### src/rtl/iq_grab_pkg.sv
// Shared constants and slot-index helpers for the I/Q stream grabber.
// Holds no logic.
// Nothing here involves timing or flow control.
package iq_grab_pkg;

  // Width of the saturating short-frame counter
  localparam int ERR_CNT_W = 8;

  // Slot counter width for a frame of 2*n_ch words
  function automatic int slot_w(input int n_ch);
    return (n_ch > 0) ? $clog2(2 * n_ch) : 1;
  endfunction

  // Position of channel ch's I (is_q=0) or Q (is_q=1) word within a frame
  function automatic int iq_slot(input int ch, input bit is_q);
    return 2 * ch + (is_q ? 1 : 0);
  endfunction

endpackage

### src/rtl/iq_grab_accum.sv
// Sums one frame word over 2**LOG_AVG complete frames; o_avg is the average of the window including i_din.
// Latency: o_avg is combinational from i_din; the running sum updates on the clock edge where i_add is high.
// No backpressure: adds whenever i_add is high, and i_restart empties the sum for the next window.
module iq_grab_accum #(
  parameter int DW      = 30,
  parameter int LOG_AVG = 4
) (
  input  logic          i_clk,
  input  logic          i_rst,
  input  logic          i_add,
  input  logic          i_restart,
  input  logic [DW-1:0] i_din,
  output logic [DW-1:0] o_avg
);
  localparam int AW = DW + LOG_AVG;

  logic signed [AW-1:0] r_acc;
  logic signed [AW-1:0] w_din_ext;
  logic signed [AW-1:0] w_sum;

  assign w_din_ext = AW'($signed(i_din));
  assign w_sum     = r_acc + w_din_ext;
  // Arithmetic shift rounds toward -inf; the quotient always fits back in DW bits
  assign o_avg     = DW'(w_sum >>> LOG_AVG);

  // Accumulate complete frames; the final frame of a window leaves the sum empty for the next one
  always_ff @(posedge i_clk) begin
    if (i_rst) begin
      r_acc <= '0;
    end else if (i_add) begin
      r_acc <= i_restart ? '0 : w_sum;
    end
  end

endmodule

### src/rtl/iq_stream_grabber.sv
// Deserialises a time-multiplexed I0,Q0..I(N-1),Q(N-1) word stream into parallel per-channel registers.
// Latency: strobe_out and new i_out/q_out appear 1 cycle after the last word of a frame is accepted.
// No backpressure: every strobe_in word is taken, and a frame cut short is dropped and counted. Averaging: IQ_GRAB_AVG_EN.
module iq_stream_grabber
  import iq_grab_pkg::*;
#(
  parameter int DW      = 30,
  parameter int N_CH    = 4,
  parameter int LOG_AVG = 4
) (
  input  logic                 sample_clk,
  input  logic                 sample_rst,
  input  logic [DW-1:0]        stream_in,
  input  logic                 strobe_in,
  input  logic                 err_clr,
  output logic [N_CH*DW-1:0]   i_out,
  output logic [N_CH*DW-1:0]   q_out,
  output logic                 strobe_out,
  output logic                 frame_err,
  output logic [ERR_CNT_W-1:0] err_cnt
);
  localparam int            NW        = 2 * N_CH;
  localparam int            SW        = slot_w(N_CH);
  localparam logic [SW-1:0] LAST_SLOT = SW'(NW - 1);

  logic [SW-1:0]        r_slot;
  // The last word of a frame is used straight from stream_in, so it needs no shadow register
  logic [DW-1:0]        r_shadow [NW-1];
  logic [DW-1:0]        w_word   [NW];
  logic [DW-1:0]        w_res    [NW];
  logic                 w_last;
  logic                 w_short;
  logic                 w_emit;
  logic [ERR_CNT_W-1:0] w_cnt_base;

  assign w_last     = strobe_in && (r_slot == LAST_SLOT);
  assign w_short    = !strobe_in && (r_slot != '0);
  // An err_clr in the same cycle as a short frame restarts the count before it is incremented
  assign w_cnt_base = err_clr ? '0 : err_cnt;

  // Slot position: advance per accepted word, wrap after the last one, fall back to 0 when the strobe drops
  always_ff @(posedge sample_clk) begin
    if (sample_rst) begin
      r_slot <= '0;
    end else if (w_last || !strobe_in) begin
      r_slot <= '0;
    end else begin
      r_slot <= r_slot + 1'b1;
    end
  end

  // Capture every word of the frame in progress except the last one
  always_ff @(posedge sample_clk) begin
    if (sample_rst) begin
      for (int s = 0; s < NW - 1; s++) r_shadow[s] <= '0;
    end else begin
      for (int s = 0; s < NW - 1; s++) begin
        if (strobe_in && (r_slot == SW'(s))) r_shadow[s] <= stream_in;
      end
    end
  end

  // Complete-frame view: the shadow registers plus the word arriving now
  always_comb begin
    for (int s = 0; s < NW - 1; s++) w_word[s] = r_shadow[s];
    w_word[NW-1] = stream_in;
  end

`ifdef IQ_GRAB_AVG_EN
  localparam int             FCW       = LOG_AVG + 1;
  localparam logic [FCW-1:0] FRAMES_M1 = FCW'((1 << LOG_AVG) - 1);

  logic [FCW-1:0] r_fcnt;
  logic           w_final;

  assign w_final = w_last && (r_fcnt == FRAMES_M1);
  assign w_emit  = w_final;

  // Count complete frames in the current averaging window; short frames never reach w_last
  always_ff @(posedge sample_clk) begin
    if (sample_rst) begin
      r_fcnt <= '0;
    end else if (w_last) begin
      r_fcnt <= w_final ? '0 : r_fcnt + 1'b1;
    end
  end

  for (genvar gs = 0; gs < NW; gs++) begin : g_acc
    iq_grab_accum #(
      .DW      (DW),
      .LOG_AVG (LOG_AVG)
    ) u_acc (
      .i_clk     (sample_clk),
      .i_rst     (sample_rst),
      .i_add     (w_last),
      .i_restart (w_final),
      .i_din     (w_word[gs]),
      .o_avg     (w_res[gs])
    );
  end
`else
  assign w_emit = w_last;

  // Without averaging, each complete frame is published as-is
  always_comb begin
    for (int s = 0; s < NW; s++) w_res[s] = w_word[s];
  end

  // LOG_AVG only shapes the averaging build; this build has no window length
  if (LOG_AVG > 8) begin : g_log_avg_unused
  end
`endif

  // Publish a finished frame (or window average) and raise the one-cycle strobe
  always_ff @(posedge sample_clk) begin
    if (sample_rst) begin
      i_out      <= '0;
      q_out      <= '0;
      strobe_out <= 1'b0;
    end else begin
      strobe_out <= w_emit;
      if (w_emit) begin
        for (int k = 0; k < N_CH; k++) begin
          i_out[k*DW +: DW] <= w_res[iq_slot(k, 1'b0)];
          q_out[k*DW +: DW] <= w_res[iq_slot(k, 1'b1)];
        end
      end
    end
  end

  // Sticky short-frame flag and saturating counter; a short frame outranks err_clr
  always_ff @(posedge sample_clk) begin
    if (sample_rst) begin
      frame_err <= 1'b0;
      err_cnt   <= '0;
    end else if (w_short) begin
      frame_err <= 1'b1;
      err_cnt   <= (&w_cnt_base) ? w_cnt_base : w_cnt_base + 1'b1;
    end else if (err_clr) begin
      frame_err <= 1'b0;
      err_cnt   <= '0;
    end
  end

endmodule
### config.mk
export PLATFORM = sky130hd
export DESIGN_NAME = iq_stream_grabber
export DESIGN_NICKNAME = d
export VERILOG_FILES = /design/src/rtl/iq_grab_pkg.sv /design/src/rtl/iq_grab_accum.sv /design/src/rtl/iq_stream_grabber.sv
export SDC_FILE = /design/constraint.sdc
export NUM_CORES = 1
export LEC_CHECK = 0
export ABC_CLOCK_PERIOD_IN_PS = 2750
export CAP_MARGIN = 20
export CORE_ASPECT_RATIO = 0.8
export CORE_MARGIN = 3
export CORE_UTILIZATION = 52
export DETAILED_ROUTE_END_ITERATION = 10
export GPL_TIMING_DRIVEN = 1
export PLACE_DENSITY_LB_ADDON = 0.12
export SLEW_MARGIN = 20
export SYNTH_ARGS = -nofsm -noshare
export SYNTH_HDL_FRONTEND = slang
export SYNTH_HIERARCHICAL = 1
export SYNTH_SLANG_ARGS = --single-unit
### constraint.sdc
create_clock -name sample_clk -period 2.75 [get_ports sample_clk]
set_clock_uncertainty 0.15 [all_clocks]
set_input_delay 0.55 -clock sample_clk [delete_from_list [all_inputs] [get_ports sample_clk]]
set_output_delay 0.55 -clock sample_clk [all_outputs]
set_load 0.02 [all_outputs]
== Yosys cells after proc, flatten, opt, wreduce, memory -nomap -nowiden ==
Memory sizes are Yosys's and may differ from the RTL's. A register that Yosys moved wholly into a read port is not among the register bits.
Index checks and enable logic that the tools add are counted.
Storage, ports and cells
  flip-flop bits (word level): 133
  memories kept: 1
  output and inout bits: 250
  logic and storage cells: 73
  input bits: 34
  memory bits (writable): 210
Memories
  r_shadow: depth 7, bits a word 30, read ports 7, clocked after Yosys merged registers in 7, wr ports 7, line iq_stream_grabber.sv:28  | logic [DW-1:0] r_shadow [NW-1];
Operators by class
  reduce and logical (&&, ||, !) cells: 16
  multiplexer cells: 35
  bitwise gates (word level): 7
  equality and inequality tests: 7
  add/subtract/negate cells: 2
Operators with widths (number)
  $mux W30: 7
  $mux W1: 25
  $mux W8: 3
  $eq A3 B3 Y1 const B: 4
  $logic_and A1 B1 Y1: 9
  $add A8 B1 Y8 const B: 1
  $reduce_and A8 Y1: 1
  $or A1 B1 Y1: 7
  $eq A3 B2 Y1 const B: 2
  $add A3 B1 Y3 const B: 1
  $eq A3 B1 Y1 const B: 1
  $logic_not A3 Y1: 1
  $reduce_bool A3 Y1: 1
  $reduce_bool A2 Y1: 1
  $reduce_or A2 Y1: 1
  $logic_not A1 Y1: 1
  $logic_or A1 B1 Y1: 1

== Logic depth before layout (Yosys ltp) ==
Gate-level depths: netlist of run 1.
  word-level depth: 6
  gate-level depth with buffers: 8

== Worst setup path before layout of run 1 ==
Ideal clock, no wire load.
  path kind: input to register
  start: input port sample_rst
  end: memory r_shadow[0][0], enable pin
  data required time: 2.208 ns
  setup time: 0.392 ns
  stages: 3
  arrival time: 1.731 ns
  setup slack: 0.477 ns
  cells stage by stage: buf_2 clkbuf_1 nand2b_1
RTL lines
  from (decl): line iq_stream_grabber.sv:12  | input logic sample_rst,
  to (decl): line iq_stream_grabber.sv:28

== Worst setup path after layout of run 1 ==
  start: register err_cnt[1]
  end: output port err_cnt[1]
RTL lines
  from (decl): line iq_stream_grabber.sv:20  | output logic [ERR_CNT_W-1:0] err_cnt
  from (signal assigned): line iq_stream_grabber.sv:138  | err_cnt <= (&w_cnt_base) ? w_cnt_base : w_cnt_base + 1'b1;
No word-level cell between the ends.

==> results of run 1 <==
==> routing by layer <==
layer | GRT usage [%] | up-vias
met5 | 0 | -
met4 | 7.096 | 0
met3 | 7.094 | 59
met2 | 39.61 | 447
met1 | 34.59 | 5817
li1 | - | 5771
==> worst max path at each step <==
stage,from,endpoint,slack (ns)
2_1_floorplan,sample_rst,r_shadow[0][0]$_SDFFCE_PN0P_,0.48
3_3_place_gp,strobe_in,r_shadow[1][27]$_SDFFCE_PN0P_,0.22
3_5_place_dp,strobe_in,r_shadow[1][25]$_SDFFCE_PN0P_,0.20
4_1_cts,err_cnt[1]$_SDFF_PP0_,err_cnt[1],0.38
5_1_grt,err_cnt[1]$_SDFF_PP0_,err_cnt[1],0.35
6_report,err_cnt[1]$_SDFF_PP0_,err_cnt[1],0.39
==> placed cells by master, fill, tap and decap left out, drive strengths merged <==
cell / synthesis / routed
and2b: 1 / 1
clkinvlp: 0 / 1
or2: 1 / 1
o2bb2ai: 1 / 1
nand3: 2 / 2
bufinv: 0 / 1
nor2b: 8 / 8
a221oi: 1 / 1
inv: 34 / 36
clkinv: 0 / 20
edfxtp: 210 / 210
nand2: 489 / 489
a211oi: 5 / 5
a2bb2oi: 1 / 1
a311oi: 1 / 1
a41oi: 3 / 3
and2: 2 / 2
and4: 2 / 2
buf: 67 / 32
and3: 5 / 5
nand4: 3 / 3
ha: 6 / 6
and4b: 1 / 1
clkdlybuf4s50: 0 / 282
nor2: 185 / 185
a21oi: 241 / 241
a31oi: 2 / 2
clkbuf: 37 / 60
a31o: 1 / 1
nand2b: 37 / 37
nor4b: 1 / 1
dfxtp: 253 / 253
==> flip-flops by register name, summed over array words and instances, names as in the netlist <==
register / flops
r_shadow: 210
frame_err: 1
i_out: 120
err_cnt: 8
q_out: 120
r_slot: 3
strobe_out: 1
==> logic make-up (layout without fill, tap and decap cells) <==
family | Yosys count | after routing
compound gates | 256 | 256
fa+ha+maj | 6 | 6
buf+inv | 138 | 432
flops | 463 | 463
simple gates | 737 | 737
==> layout make-up <==
type / count / area (sq um)
Sequential cell: 463 / 11370
Fill cell: 2403 / 9738
Multi-Input combinational cell: 999 / 4353
Timing Repair Buffer: 315 / 3239
Clock buffer: 59 / 1251
Tap cell: 413 / 516.7
Clock inverter: 24 / 141.4
Inverter: 34 / 127.6
==> report_power, final <==
group / internal (mW) / total, mW / switching, mW
Clock: 3.30 / 5.83 / 2.53
Combinational: 0.116 / 0.419 / 0.304
Sequential: 7.35 / 7.40 / 0.0511
Total: 10.8 / 13.6 / 2.89
==> metrics.csv, run 1 <==
metric;value;unit
grt_pass1_vias;11665;
cts_max_path_buffers;3;
cp_data_arrival_time;1.66;ns
worst_pin_slew;0.6175;ns
synth.distinct_cells;30;
met2RoutedLength;19770;microns
syn_inst;1600;
antenna_cells;0;
grt.overflow.total;0;
io_pins;284;
cp_max_fo;8;
syn_to_final_growth;27.74;%
synthTopCellsByCount;nand2_1 (489), dfxtp_1 (253), a21oi_1 (241), edfxtp_1 (210), nor2_1 (185);
hold_end;i_out[93]$_SDFFE_PP0P_;
worstSetupEndpointType;output port;
crit_family;buffers and inverters;
synth_edf_count;210;
leakage;7.261;nW
synthMuxAreaShare;0;%
synth_nets;1640;
vias;12094;
synth_largest_area_cell;edfxtp_1;
fmax;0.4241;GHz
final_util;68.32;%
final_layout_size_suffix_gt1_share;5.438;%
dpl_worst_slack;0.1997;ns
synthAdderAreaFrac;0.4567;%
die_y;165.0;microns
holdCritPathClass;register to register;
drc;0;
via_per_inst;5.242;
rrSetupSlack;0.73;ns
top_layer_used;met4;
path_cells;clkdlybuf4s50_1;
grt_usage;25.20;%
setup.worst_path.class;register to output port;
met3_length;4282;microns
syn_area;16440;sq um
placementRows;57;
gp_congestion;0.7762;
cts_tree;done;
io_buffers;283;
final_cells;2307;
setup_tns;0;ns
synth_simple_gate_area_share;17.85;%
max_stage_delay;0.65;ns
clkSinkCount;463;
synth_compound_area_share;8.068;%
avgSynthCellArea;10.27;sq um
ant_nets;0;
ys_seq_area_share;69.17;%
status;completed;
grt_pass1_wl;65410;microns
path_clk_slew;0.06;ns
yosysWarningCount;96;
reg2reg_to;q_out[85]$_SDFFE_PP0P_;
slew_viol_final;0;
postCtsSetupRepairBufs;0;
ys.flop_type;dfxtp_1;
ir_worst_vdd;0.0004532;V
start_kind;register;
post-route-min-period;2.358;ns
grt_setup_unrepaired;no;
dieArea;33800;sq um
async_flop_share;0;%
final_cell_area;21000;sq um
hpwl;28500;microns
p_per_area;649.7;nW/um^2
cts-resized-gates;0;
drt_pass1_iterations;5;
cp.depth;1;
crit_buf_inv;1;
synthDominantCellAreaShare;38.36;%
grt_start_max_net_pins;95;
die_w;204.8;microns
m1WireLength;17940;microns
clock_latency;0.55;ns
layout_setup_ws;0.3920;ns
wirelength;42890;microns
fin_nets;1898;
synthTopCellsByArea;edfxtp_1 (38%), dfxtp_1 (31%), nand2_1 (11%), a21oi_1 (7.3%), nor2_1 (4.2%);
r2r_cells;5;
cts_root_buf;clkbuf_16;
finalCritPeriodShare;85.75;%
crit_slowest_cell;clkdlybuf4s50_1;
synthXorXnorAreaFrac;0;%
min_path_cells;2;
final_hold_viol_count;0;
setup_violations;0;
min_from;i_out[93]$_SDFFE_PP0P_;
numCtsBuffers;45;
whs;0.3039;ns
finalPower;13.64;mW
placed_area;19610;sq um
synth_most_common_cell;nand2_1;
placed_cells;2224;
core;30740;sq um
synth_top_family_by_area;simple AND/OR/NAND/NOR gates;
holdBufCountCts;0;
synth-seq-cells;463;
avgRoutedWirePerCell;18.59;microns
relSlewSlack;58.83;%
start_util;53.48;%
max-cap-violations;0;
critPathRequiredTime;2.05;ns
htreeDepth;2;
drt-initial-drc-count;861;
rr_startpoint;r_slot[2]$_SDFF_PP0_;
antenna_found_initial;0;
(Power assumes the default switching activity.)
==> inputs of run 2 (changes only) <==
--- a/config.mk
+++ b/config.mk
@@ -5,6 +5,7 @@
 export SDC_FILE = /design/constraint.sdc
 export NUM_CORES = 1
 export LEC_CHECK = 0
+export ABC_AREA = 1
 export ABC_CLOCK_PERIOD_IN_PS = 2750
 export CAP_MARGIN = 20
 export CORE_ASPECT_RATIO = 0.8
==> metrics.csv, run 2 <==
metric;value;unit
status;completed;
die_w;203.0;microns
postCtsSetupRepairBufs;0;
htreeDepth;2;
cts_root_buf;clkbuf_16;
setup.worst_path.class;register to output port;
syn_inst;1601;
largest_reg_flops;210;
grt.overflow.total;0;
finalPower;13.90;mW
slew_viol_final;0;
finalCritPeriodShare;84.52;%
drc;0;
setup_violations;0;
final_util;69.16;%
antenna_cells;0;
p_per_area;660.1;nW/um^2
avgRoutedWirePerCell;18.76;microns
gp_congestion;0.8089;
dpl_worst_slack;0.1959;ns
cts_max_path_buffers;3;
placementRows;57;
final_hold_viol_count;0;
worstSetupEndpointType;output port;
yosysWarningCount;96;
die_y;163.6;microns
via_per_inst;5.227;
holdCritPathClass;register to register;
synthTopCellsByCount;nor2_1 (647), dfxtp_1 (253), o21ai_0 (248), edfxtp_1 (210), clkbuf_1 (59);
cts-resized-gates;0;
relSlewSlack;56.94;%
syn_area;16150;sq um
cp_data_arrival_time;1.62;ns
final_layout_size_suffix_gt1_share;6.053;%
setup_tns;0;ns
drt_pass1_iterations;5;
path_clk_slew;0.06;ns
synthTopCellsByArea;edfxtp_1 (39%), dfxtp_1 (31%), nor2_1 (15%), o21ai_0 (7.7%), clkbuf_1 (1.4%);
synth_nets;1641;
worst_pin_slew;0.6452;ns
ys_seq_area_share;70.42;%
fin_nets;1903;
synthDominantCellAreaShare;39.05;%
synth_largest_area_cell;edfxtp_1;
async_flop_share;0;%
grt_pass1_vias;11597;
grt_pass1_wl;65690;microns
crit_slowest_cell;clkdlybuf4s50_1;
layout_setup_ws;0.4258;ns
layout_commonest_cell;nor2_1;
cts_tree;done;
regMostFlops;r_shadow;
dieArea;33220;sq um
core;30450;sq um
vias;12090;
critPathRequiredTime;2.05;ns
ir_worst_vdd;0.0005120;V
syn_to_final_growth;30.44;%
max-cap-violations;0;
avgSynthCellArea;10.09;sq um
post-route-min-period;2.324;ns
crit_buf_inv;1;
synth_most_common_cell;nor2_1;
cp_max_fo;6;
max_stage_delay;0.66;ns
crit_family;buffers and inverters;
largest_registers;r_shadow (210), i_out (120), q_out (120);
hpwl;27570;microns
wirelength;43380;microns
start_util;53.03;%
numCtsBuffers;45;
antenna_found_initial;0;
grt_setup_unrepaired;no;
ant_nets;0;
grt_start_max_net_pins;98;
clkSinkCount;463;
final_cell_mix;nor2_1 (647), clkdlybuf4s50_1 (282), dfxtp_1 (253), o21ai_0 (242), edfxtp_1 (210);
start_kind;register;
synth_edf_count;210;
io_pins;284;
drt-initial-drc-count;1086;
clock_latency;0.55;ns
ys.flop_type;dfxtp_1;
grt_usage;25.53;%
synth-seq-cells;463;
holdBufCountCts;0;
fmax;0.4303;GHz
path_cells;clkdlybuf4s50_1;
synth.distinct_cells;19;
io_buffers;283;
leakage;7.858;nW
## run 2: changes by cell type after synthesis, moves of 15 or more
cell / previous run / this run
a21oi_1: 241 / 36
o21ai_0: 0 / 248
nand2b_1: 37 / 0
inv_1: 34 / 49
buf_6: 22 / 0
clkbuf_1: 37 / 59
nor2_1: 185 / 647
nand2_1: 489 / 28
## run 2: final timing paths
path / endpoint / slack (ns) / depth (start not counted) / from
worst max register to register: i_out[17]$_SDFFE_PP0P_ / 0.66 / 7 / r_slot[0]$_SDFF_PP0_
worst min-delay path: frame_err$_SDFFE_PP0P_ / 0.32 / 2 / frame_err$_SDFFE_PP0P_
worst max-delay path: err_cnt[2] / 0.43 / 1 / err_cnt[2]$_SDFF_PP0_
worst min register to register: frame_err$_SDFFE_PP0P_ / 0.32 / 2 / frame_err$_SDFFE_PP0P_
## run 2: metal layers
layer / part of all wire, % / global-route usage [%] / routed length (microns)
met1: 43 / 35.50 / 18520
met2: 46 / 40.68 / 19990
met3: 9.4 / 6.356 / 4080
met4: 1.8 / 6.410 / 792
met5: 0 / 0 / 0
## run 2: per-stage QoR
step	hold slack (ns)	instance area, sq um	cells
5_1_grt	0.3476	21060	2313
2_1_floorplan	0.2832	16160	1601
3_5_place_dp	0.3153	19600	2229
3_3_place_gp	0.3000	19600	2229
6_report	0.3238	21060	2313
4_1_cts	0.3244	21060	2313
## run 2: logic make-up (layout without fill, tap and decap cells)
kind of cell | count (synthesis) | after routing | synth area share, %
buffers and inverters | 155 | 454 | 3.967
flip-flops | 463 | 463 | 70.42
adder cells (fa/ha/maj) | 6 | 6 | 0.4649
AND/OR/NAND/NOR | 693 | 693 | 16.35
AO/OA/AOI/OAI | 284 | 284 | 8.802
## run 2: cell type report
| type | count | area, sq um |
|---|---|---|
| clock inverters | 16 | 115.1 |
| multi-input cells | 983 | 4204 |
| clock buffers | 68 | 1345 |
| fillers | 2351 | 9390 |
| inverters | 52 | 207.7 |
| repair buffers | 318 | 3303 |
| flip-flops and latches | 463 | 11370 |
| well taps | 413 | 516.7 |
## run 2: report_power, final
group          switching, mW  total [mW]  internal [mW]
Sequential            0.0400        7.39           7.35
Combinational          0.359       0.496          0.138
Clock                   2.54        6.02           3.48
## run 2: worst register-to-register path, cell delays in order, from the launching register on
cell	delay [ns]
dfxtp_1	0.34
ha_1	0.23
ha_1	0.23
nand2_4	0.13
buf_12	0.33
buf_4	0.35
o21ai_0	0.15
nor2_1	0.12
==> inputs of run 3 (changes only) <==
--- a/config.mk
+++ b/config.mk
@@ -6,11 +6,11 @@
 export NUM_CORES = 1
 export LEC_CHECK = 0
 export ABC_AREA = 1
-export ABC_CLOCK_PERIOD_IN_PS = 2750
+export ABC_CLOCK_PERIOD_IN_PS = 2100
 export CAP_MARGIN = 20
 export CORE_ASPECT_RATIO = 0.8
 export CORE_MARGIN = 3
-export CORE_UTILIZATION = 52
+export CORE_UTILIZATION = 47
 export DETAILED_ROUTE_END_ITERATION = 10
 export GPL_TIMING_DRIVEN = 1
 export PLACE_DENSITY_LB_ADDON = 0.12
==> constraint.sdc (replaced) <==
create_clock -name sample_clk -period 2.1 [get_ports sample_clk]
set_clock_uncertainty 0.15 [all_clocks]
set_input_delay 0.42 -clock sample_clk [delete_from_list [all_inputs] [get_ports sample_clk]]
set_output_delay 0.42 -clock sample_clk [all_outputs]
set_load 0.02 [all_outputs]
==> metrics.csv, run 3 (same netlist as run 2, synthesis figures left out) <==
metric;value;unit
core;33780;sq um
io_buffers;283;
worst_pin_slew;0.5355;ns
post-route-min-period;2.092;ns
drt-initial-drc-count;812;
leakage;10.31;nW
fin_nets;1930;
layout_commonest_cell;nor2_1;
crit_start;q_out[111]$_SDFFE_PP0P_;
reg2reg_to;i_out[33]$_SDFFE_PP0P_;
finalCritPeriodShare;99.64;%
hpwl;28260;microns
final_cell_mix;nor2_1 (647), dfxtp_1 (253), o21ai_0 (242), edfxtp_1 (210), dlygate4sd2_1 (146);
rrSetupSlack;0.25;ns
worstSetupEndpointType;output port;
crit_buf_inv;1;
max_stage_delay;0.63;ns
setup_violations;0;
cp_data_arrival_time;1.52;ns
start_util;47.80;%
cp_max_fo;2;
cts-resized-gates;146;
holdBufCountCts;0;
die_y;171.8;microns
setup_tns;0;ns
max-cap-violations;0;
gp_congestion;0.8294;
htreeDepth;2;
start_kind;register;
r2r_cells;7;
avgRoutedWirePerCell;18.09;microns
crit_family;buffers and inverters;
syn_to_final_growth;33.64;%
path_clk_slew;0.06;ns
min_from;r_slot[0]$_SDFF_PP0_;
final_layout_size_suffix_gt1_share;7.521;%
grt_pass1_wl;64670;microns
slew_viol_final;0;
clkSinkCount;463;
status;completed;
final_cell_area;21580;sq um
cts_tree;done;
relSlewSlack;64.26;%
grt.overflow.total;0;
p_per_area;878.5;nW/um^2
hold_end;r_slot[0]$_SDFF_PP0_;
grt_pass1_vias;11441;
antenna_found_initial;1;
finalPower;18.96;mW
largest_registers;r_shadow (210), i_out (120), q_out (120);
die_w;213.2;microns
ir_worst_vdd;0.0007089;V
regMostFlops;r_shadow;
layout_setup_ws;0.007587;ns
min_path_cells;1;
io_pins;284;
placed_area;19950;sq um
numCtsBuffers;46;
grt_usage;22.95;%
dpl_worst_slack;-0.08996;ns
via_per_inst;5.081;
antenna_cells;0;
fmax;0.4779;GHz
wirelength;42730;microns
drc;0;
cts_max_path_buffers;3;
largest_reg_flops;210;
grt_start_max_net_pins;65;
clock_latency;0.56;ns
cts_root_buf;clkbuf_16;
holdCritPathClass;register to register;
crit_slowest_cell;clkdlybuf4s50_1;
setup.worst_path.class;register to output port;
vias;12002;
critPathRequiredTime;1.53;ns
final_hold_viol_count;0;
postCtsSetupRepairBufs;0;
rr_startpoint;r_slot[0]$_SDFF_PP0_;
path_cells;clkdlybuf4s50_1;
dieArea;36630;sq um
ant_nets;0;
drt_pass1_iterations;7;
placementRows;60;
run 3: power by group:
group	leakage (nW)	total [mW]	internal [mW]	switching, mW
Sequential	4.22	9.68	9.63	0.0514
Combinational	5.30	0.694	0.228	0.466
Clock	0.793	8.59	5.19	3.39
Total	10.3	19.0	15.0	3.91
run 3: through the flow:
stage | hold slack [ns] | cells | util, %
floorplan | 0.2832 | 1601 | -
global placement | 0.2974 | 2276 | 59.06
detailed placement | 0.3110 | 2276 | 59.06
CTS | 0.3256 | 2362 | 63.27
global route | 0.3494 | 2362 | 63.88
finish | 0.3203 | 2362 | 63.88
run 3: worst max path at each step:
stage	endpoint	slack [ns]	depth (start not counted)
after CTS	q_out[86]	0.00003	1
after detailed placement	r_shadow[2][16]$_SDFFCE_PN0P_	-0.09	5
after global placement	r_shadow[2][18]$_SDFFCE_PN0P_	-0.09	5
final	q_out[111]	0.008	1
after floorplan	r_shadow[0][0]$_SDFFCE_PN0P_	-0.53	3
after global routing	q_out[111]	-0.02	1
run 3: area by class of cell:
cell class                      instances  area, sq um
Clock inverter                         13        168.9
Sequential cell                       463        11370
Clock buffer                           73         1438
Tap cell                              434        543.0
Multi-Input combinational cell        983         4218
Inverter                               52        207.7
Timing Repair Buffer                  344         3633
Fill cell                            2805        12200
run 3: routing by layer:
layer | vias up | GRT usage (%) | routed length, microns
li1 | 5833 | - | -
met1 | 5729 | 33.24 | 19710
met2 | 371 | 35.16 | 19080
met3 | 67 | 5.416 | 3006
met4 | 2 | 5.801 | 924
met5 | - | 0 | 14
